`config.mk`:
```
export PLATFORM = sky130hd
export DESIGN_NAME = instruction_fetch_unit
export DESIGN_NICKNAME = d
export VERILOG_FILES = /design/src/rtl/fetch_pkg.sv /design/src/rtl/fetch_queue.sv /design/src/rtl/instruction_fetch_unit.sv
export SDC_FILE = /design/constraint.sdc
export NUM_CORES = 1
export LEC_CHECK = 0
export ABC_AREA = 1
export CELL_PAD_IN_SITES_DETAIL_PLACEMENT = 1
export CELL_PAD_IN_SITES_GLOBAL_PLACEMENT = 1
export CORE_MARGIN = 2
export CORE_UTILIZATION = 43
export DETAILED_ROUTE_END_ITERATION = 8
export GPL_TIMING_DRIVEN = 1
export PLACE_DENSITY = 0.9
export SYNTH_ARGS = -nofsm -noshare
export SYNTH_HDL_FRONTEND = slang
export SYNTH_SLANG_ARGS = --single-unit
```
`constraint.sdc`:
```
create_clock -name clk -period 9.9 [get_ports clk]
set_clock_uncertainty 0.15 [all_clocks]
set_input_delay 2.97 -clock clk [delete_from_list [all_inputs] [get_ports clk]]
set_output_delay 2.97 -clock clk [all_outputs]
set_load 0.02 [all_outputs]
```
`src/rtl/fetch_pkg.sv`:
```
// Constants and FSM encoding shared by the instruction fetch unit.
package fetch_pkg;

    localparam logic [31:0] NOP_INST = 32'h0000_0013;

    typedef enum logic [1:0] {
        BOOT,
        RUN,
        FLUSH
    } state_e;

endpackage

```
`src/rtl/fetch_queue.sv`:
```
// Prefetch FIFO holding {pc, inst} pairs between the fetch
// engine and IF/ID; clear wins over push and pop.
module fetch_queue #(
    parameter int W     = 96,
    parameter int DEPTH = 4
) (
    input  logic                   clk,
    input  logic                   reset,
    input  logic                   clear,
    input  logic                   push,
    input  logic [W-1:0]           push_data,
    input  logic                   pop,
    output logic [W-1:0]           head,
    output logic [$clog2(DEPTH):0] count
);

    localparam int AW = $clog2(DEPTH);

    logic [W-1:0]  mem_q [DEPTH];
    logic [W-1:0]  mem_d [DEPTH];
    logic [AW-1:0] rd_ptr_q, rd_ptr_d;
    logic [AW-1:0] wr_ptr_q, wr_ptr_d;
    logic [AW:0]   count_q, count_d;

    always_comb begin
        mem_d    = mem_q;
        rd_ptr_d = rd_ptr_q;
        wr_ptr_d = wr_ptr_q;
        count_d  = count_q;
        if (clear) begin
            rd_ptr_d = '0;
            wr_ptr_d = '0;
            count_d  = '0;
        end else begin
            if (push) begin
                mem_d[wr_ptr_q] = push_data;
                wr_ptr_d = wr_ptr_q + 1'b1;
            end
            if (pop) begin
                rd_ptr_d = rd_ptr_q + 1'b1;
            end
            unique case ({push, pop})
                2'b10:   count_d = count_q + 1'b1;
                2'b01:   count_d = count_q - 1'b1;
                default: count_d = count_q;
            endcase
        end
    end

    always_ff @(posedge clk) begin
        if (!reset) begin
            rd_ptr_q <= '0;
            wr_ptr_q <= '0;
            count_q  <= '0;
        end else begin
            rd_ptr_q <= rd_ptr_d;
            wr_ptr_q <= wr_ptr_d;
            count_q  <= count_d;
        end
    end

    // Payload storage needs no reset: count gates every read.
    always_ff @(posedge clk) begin
        mem_q <= mem_d;
    end

    assign head  = mem_q[rd_ptr_q];
    assign count = count_q;

endmodule

```
`src/rtl/instruction_fetch_unit.sv`:
```
// Fetch stage: sequential PC generation, credit-limited imem
// requests, prefetch queue and redirect flushing.
module instruction_fetch_unit
    import fetch_pkg::*;
#(
    parameter int              XLEN     = 64,
    parameter int              IW       = 32,
    parameter int              DEPTH    = 4,
    parameter logic [XLEN-1:0] RESET_PC = '0
) (
    input  logic            clk,
    input  logic            reset,
    output logic            imem_req_valid,
    input  logic            imem_req_ready,
    output logic [XLEN-1:0] imem_req_addr,
    input  logic            imem_rsp_valid,
    input  logic [IW-1:0]   imem_rsp_data,
    input  logic            redirect_valid,
    input  logic [XLEN-1:0] redirect_pc,
    output logic            out_valid,
    input  logic            out_ready,
    output logic [XLEN-1:0] out_pc,
    output logic [IW-1:0]   out_inst
);

    localparam int CW = $clog2(DEPTH) + 1;

    state_e          state_q, state_d;
    logic [XLEN-1:0] fetch_pc_q, fetch_pc_d;
    logic [XLEN-1:0] rsp_pc_q, rsp_pc_d;
    logic [CW-1:0]   outstanding_q, outstanding_d;
    logic [CW-1:0]   drop_cnt_q, drop_cnt_d;

    logic [CW-1:0]        q_count;
    logic [XLEN+IW-1:0]   q_head;
    logic                 q_push;
    logic                 q_pop;
    logic [CW:0]          credit_used;
    logic                 req_fire;
    logic [XLEN-1:0]      redirect_tgt;
    logic                 unused_rpc_bits;

    assign unused_rpc_bits = ^redirect_pc[1:0];
    assign redirect_tgt    = {redirect_pc[XLEN-1:2], 2'b00};

    // Queued plus in-flight never exceeds DEPTH, so every
    // response is guaranteed a free slot.
    assign credit_used = {1'b0, q_count} + {1'b0, outstanding_q};

    assign imem_req_valid = (state_q == RUN) & ~redirect_valid
                          & (credit_used < (CW+1)'(DEPTH));
    assign imem_req_addr  = fetch_pc_q;
    assign req_fire       = imem_req_valid & imem_req_ready;

    assign out_valid = (q_count != '0);
    assign q_push    = imem_rsp_valid & (state_q == RUN);
    assign q_pop     = out_valid & out_ready;

    fetch_queue #(
        .W     (XLEN + IW),
        .DEPTH (DEPTH)
    ) u_queue (
        .clk       (clk),
        .reset     (reset),
        .clear     (redirect_valid),
        .push      (q_push),
        .push_data ({rsp_pc_q, imem_rsp_data}),
        .pop       (q_pop),
        .head      (q_head),
        .count     (q_count)
    );

    always_comb begin
        state_d       = state_q;
        fetch_pc_d    = fetch_pc_q;
        rsp_pc_d      = rsp_pc_q;
        outstanding_d = outstanding_q;
        drop_cnt_d    = drop_cnt_q;
        unique case (state_q)
            BOOT: state_d = RUN;
            RUN: begin
                if (req_fire) fetch_pc_d = fetch_pc_q + XLEN'(4);
                if (imem_rsp_valid) rsp_pc_d = rsp_pc_q + XLEN'(4);
                outstanding_d = outstanding_q + CW'(req_fire)
                              - CW'(imem_rsp_valid);
            end
            FLUSH: begin
                if (imem_rsp_valid) drop_cnt_d = drop_cnt_q - 1'b1;
                if (drop_cnt_d == '0) state_d = RUN;
            end
            default: state_d = BOOT;
        endcase
        // A response landing on the redirect edge is already stale.
        if (redirect_valid) begin
            fetch_pc_d    = redirect_tgt;
            rsp_pc_d      = redirect_tgt;
            drop_cnt_d    = outstanding_q + drop_cnt_q
                          - CW'(imem_rsp_valid);
            outstanding_d = '0;
            state_d       = (drop_cnt_d != '0) ? FLUSH : RUN;
        end
    end

    always_ff @(posedge clk) begin
        if (!reset) begin
            state_q       <= BOOT;
            fetch_pc_q    <= RESET_PC;
            rsp_pc_q      <= RESET_PC;
            outstanding_q <= '0;
            drop_cnt_q    <= '0;
        end else begin
            state_q       <= state_d;
            fetch_pc_q    <= fetch_pc_d;
            rsp_pc_q      <= rsp_pc_d;
            outstanding_q <= outstanding_d;
            drop_cnt_q    <= drop_cnt_d;
        end
    end

    assign out_pc   = out_valid ? q_head[XLEN+IW-1:IW] : '0;
    assign out_inst = out_valid ? q_head[IW-1:0] : IW'(NOP_INST);

endmodule

```
Yosys cells after proc, flatten, opt, wreduce, memory -nomap -nowiden
Cells that the tools add are included.
- register bits after elaboration: 527
- input port bits: 102
- output and inout bits: 162
- word-level logic and storage cells: 85
- $add $sub $neg: 12
- magnitude comparators: 4
- equality and inequality tests: 6
- muxes and demuxes: 23
- bitwise gates (word level): 9
- reductions and logical operators: 17
- operator list (operator ; number):
    2-to-1 mux 64 bit ; 7
    bitwise mux 384 bit ; 1
    2-to-1 mux 96 bit ; 3
    binary-select mux 96 bit (select 2 bit) ; 1
    demux 96 bit (select 2 bit) ; 1
    adder 64 x 3 -> 64 bit, second input constant ; 2
    2-to-1 mux 32 bit ; 1
    2-to-1 mux 3 bit ; 4
    AND reduction 2 bit ; 6
    nonzero test 2 bit ; 5
    greater-or-equal comparator 3 bit, second input constant ; 2
    2-to-1 mux 2 bit ; 3
    inverter 2 -> 3 bit ; 2
    one-hot mux 2 bit (3 select lines) ; 1
    one-hot mux 3 bit (2 select lines) ; 1
    nonzero test 3 bit ; 2
    subtractor 3 x 1 -> 3 bit ; 2
    subtractor 3 x 1 -> 3 bit, second input constant ; 2
    AND 1 bit ; 5
    adder 2 x 1 -> 2 bit, second input constant ; 2
    adder 3 x 3 -> 4 bit ; 1
    equality test 2 x 1 -> 1 bit, second input constant ; 2
    equality test 2 bit, second input constant ; 2
    less-than comparator 4 x 3 -> 1 bit, second input constant ; 1
    other kinds (11) ; 12

Longest topological paths before layout
- depth in word-level cells: 7
- mapped depth: 14

Cells and area by module
A second synthesis with hierarchy kept.
- cell total of the unflattened synthesis: 2874
- area, all modules: 25209.2 um^2
- modules (own cells, without submodules) (module ; instances ; cells each ; area an instance (um^2)):
    fetch_queue ; 1 ; 982 ; 14600.3
    instruction_fetch_unit ; 1 ; 1892 ; 10608.9

Least setup slack after synthesis
OpenSTA, ideal clock, no wires.
- kind: input to register
- from: input port redirect_valid
- to: register u_queue.mem_q[0] in the netlist's numbering, enable pin
- arrival: 7.340 ns
- slack: 1.862 ns
- cell stages on the path: 4
- path buffers: 1
- cell sequence: buf_2 nor2_2 inv_1 nor2_1
- longest elaborated chain between the ends: 2
- RTL lines (item ; line ; source):
    start: declaration ; instruction_fetch_unit.sv:18 ; input logic redirect_valid,
    inverter 1 bit (no line) ; - ;
    AND reduction 2 bit (no line) ; - ;
    end signal: assignment ; fetch_queue.sv:64 ; mem_q <= mem_d;
    end: declaration ; fetch_queue.sv:19 ; logic [W-1:0] mem_q [DEPTH];
No other way between the ends.
A chain may end at the register's enable or synchronous reset.

Worst setup path after layout
- from: register u_queue.rd_ptr_q[0]
- to: output port out_pc[49]
- longest elaborated chain between the ends: 5
- RTL lines (item ; line ; source):
    start: declaration ; fetch_queue.sv:21 ; logic [AW-1:0] rd_ptr_q, rd_ptr_d;
    start signal: assignment ; fetch_queue.sv:56 ; rd_ptr_q <= rd_ptr_d;
    inverter 2 -> 3 bit (not written as such) ; fetch_queue.sv:67 ; assign head = mem_q[rd_ptr_q];
    binary-select mux 96 bit (select 2 bit) ; fetch_queue.sv:67 ;
    2-to-1 mux 96 bit (not written as such) (2 in a row) ; fetch_queue.sv:67 ;
    2-to-1 mux 64 bit ; instruction_fetch_unit.sv:120 ; assign out_pc = out_valid ? q_head[XLEN+IW-1:IW] : '0;
    end: declaration ; instruction_fetch_unit.sv:22 ; output logic [XLEN-1:0] out_pc,
No other way between the ends. The select of a mux whose other input is x is not followed.

==> impl_metrics.csv <==
group,metric,value,unit
critical_path,critPathTopFamily,"buffers and inverters",
floorplan,num_rows,88,
global_route,grt_overflow,0,
synthesis,synth-edff-count,376,
floorplan,die_area,59900,um2
synthesis,ys_async_sr_fraction,0,
critical_path,cp-end-kind,"output pin",
critical_path,required,6.78,ns
synthesis,synth-main-ff-cell,"edfxtp_1",
timing,fmax,133,MHz
timing,fin_ws,2.40,ns
finish,layout_common_cells,"648 x nor2_1, 532 x nand2_1, 376 x edfxtp_1",
floorplan,die_w,245,um
critical_path,crit_buf_inv,3,
synthesis,syn_area_per_cell,8.57,um2
synthesis,synth_seq_cells,515,
clock_tree,cts-root-buf,"clkbuf_16",
place,pre_cts_slack,2.72,ns
finish,drive_gt1_frac,0.0591,
power,p_leak,0.0103,uW
floorplan,io_pins,264,
synthesis,ys_types,45,
routing,drtIter0Drc,1546,
critical_path,critPathMaxStageDelay,0.88,ns
routing,drc,0,
worst_hold_path,min_path_type,"reg -> reg",
routing,wire_per_inst,22.6,um
clock_tree,htreeDepth,2,
clock_tree,cts_made_buffers,54,
routing,drt-pass1-iter-count,7,
finish,register_area,14100,um2
clock_tree,clock-sinks,515,
finish,design_area,29800,um2
routing,routed_wl,88.8,mm
finish,area_growth,19.8,%
finish,layout.nets,3236,
critical_path,crit_path_start_kind,"flip-flop",
job,drv_cap,0,
global_route,grt_max_degree,122,
place,dp_hpwl,60.9,mm
floorplan,core,57500,um2
place,dpl_cell_area,28100,um2
routing,routed_via_density,5.59,
finish,fill_cells,6717,
timing,tns,0,ns
timing,setup_viol,0,
clock_tree,cts.clk_slew.worst_paths,0.06,ns
floorplan,chipHeight,245,um
place,gp_congestion,0.932,
timing,rsz0062_at_grt,"false",
floorplan,start_util,0.433,
timing,drv_slew,0,
timing,period_share,0.758,
critical_path,cpMaxStageDelayCell,"buf_4",
routing,ant_nets,0,
synthesis,synthCells,2906,
global_route,grt_pass1_wl,135,mm
run_status,status,"complete, no violations",
clock_tree,cts_tree,"built",
critical_path,cp_max_fo,93,
clock_tree,cts_resized,0,
timing,final.min_clock_period,7.50,ns
global_route,antenna_found_initial,0,
synthesis,yosys_warnings,0,
global_route,grt_pass1_vias,23588,
routing,via_count,21962,
synthesis,synthesis.area,24900,um2
place,io_buffers,257,
power,power_density,165,nW/um2
finish,multiInputGateArea,9450,um2
finish,mostFrequentLayoutCell,"nor2_1",
timing,slew_headroom,0.201,
clock_tree,ctsHoldBuffers,0,
timing,worst_pin_slew,1.20,ns
timing,hold_viol_final,0,
clock_tree,clk_latency,0.62,ns
critical_path,crit_chain,"buf_4 > buf_4 > nor2_1 > nor2_1 > o21ai_0 > a21oi_1 > clkdlybuf4s50_1",
critical_path,crit_arrival,4.38,ns
clock_tree,postCtsSetupRepairBufs,0,
critical_path,setup.worst_path.class,"reg -> out",
power,irDropWorstVdd,142,uV
clock_tree,clock_path_buffers,3,
synthesis,yosysSeqAreaShare,0.565,
global_route,track_usage,0.292,
logic make-up (layout without fill, tap and decap cells):
logic type,Yosys count,count (layout),share of synthesized area
XOR/XNOR,38,38,0.0134
other,1,5,0.000151
flip-flops,515,515,0.565
buffers and inverters,359,612,0.0575
AO/OA/AOI/OAI,569,569,0.118
adder cells (fa/ha/maj),18,18,0.00995
AND/OR/NAND/NOR,1406,1406,0.236
worst paths after layout:
check | startpoint | endpoint | slack (ns) | cells after the start
worst max register to register | state_q[1]$_SDFFE_PN0P_ | u_queue.mem_q[6]$_DFFE_PP_ | 6.49 | 8
worst min-delay path | drop_cnt_q[0]$_SDFFE_PN0P_ | drop_cnt_q[0]$_SDFFE_PN0P_ | 0.32 | 2
worst min register to register | drop_cnt_q[0]$_SDFFE_PN0P_ | drop_cnt_q[0]$_SDFFE_PN0P_ | 0.32 | 2
worst max-delay path | u_queue.rd_ptr_q[0]$_SDFFE_PP0P_ | out_pc[49] | 2.40 | 7
worst min-delay path: stages (launching register included):
cell and delay [ns]:
dfxtp_1 0.31, nand2_1 0.06, a21oi_1 0.05
report_power, final:
group          internal, uW  switching [uW]
Clock                  1140             884
Combinational           164             278
Sequential             2370            91.6
Total                  3680            1250
area by class of cell:
cell class                 instances  area share
antenna                            1   0.0000839
clock buffer                      64      0.0466
clock inverter                    38      0.0118
inverter                         234      0.0297
multi-input combinational       2035       0.317
sequential                       515       0.472
tap                              765      0.0321
timing repair buffer             276      0.0909
state kept, by name (all words and copies together), names as in the netlist:
register,cells
u_queue.rd_ptr_q,2
drop_cnt_q,3
outstanding_q,3
state_q,2
u_queue.count,3
imem_req_addr,62
rsp_pc_q,62
u_queue.mem_q,376
u_queue.wr_ptr_q,2
cell usage after synthesis, types with 21 or more instances:
cell      instances  area, um2
inv_1           218        818
nand4_1          35        219
a31oi_1          27        169
nand3_1         103        515
edfxtp_1        376      11300
xor2_1           27        236
nor2_1          652       2450
o21ai_0         304       1520
dfxtp_1         139       2780
buf_2            35        175
nand2_1         532       2000
clkbuf_1         67        251
nor2_4           21        236
a21oi_1         199        996
through the flow:
step / util / hold WS [ns] / instances / power [uW]
final: 0.519 / 0.319 / 3928 / 4930
after global routing: 0.519 / 0.367 / 3927 / 5060
after CTS: 0.519 / 0.322 / 3927 / 4940
after detailed placement: 0.489 / 0.315 / 3825 / 2940
after global placement: 0.489 / 0.308 / 3825 / 2910
after floorplan: - / 0.293 / 2909 / 2720
per-layer routing:
metal,up-vias,global-route usage,part of all wire
met5,-,0,0
met4,0,0.130,0.044
met3,194,0.0317,0.056
met2,778,0.511,0.50
met1,10908,0.364,0.40
li1,10082,-,-
(Power assumes the default switching activity.)
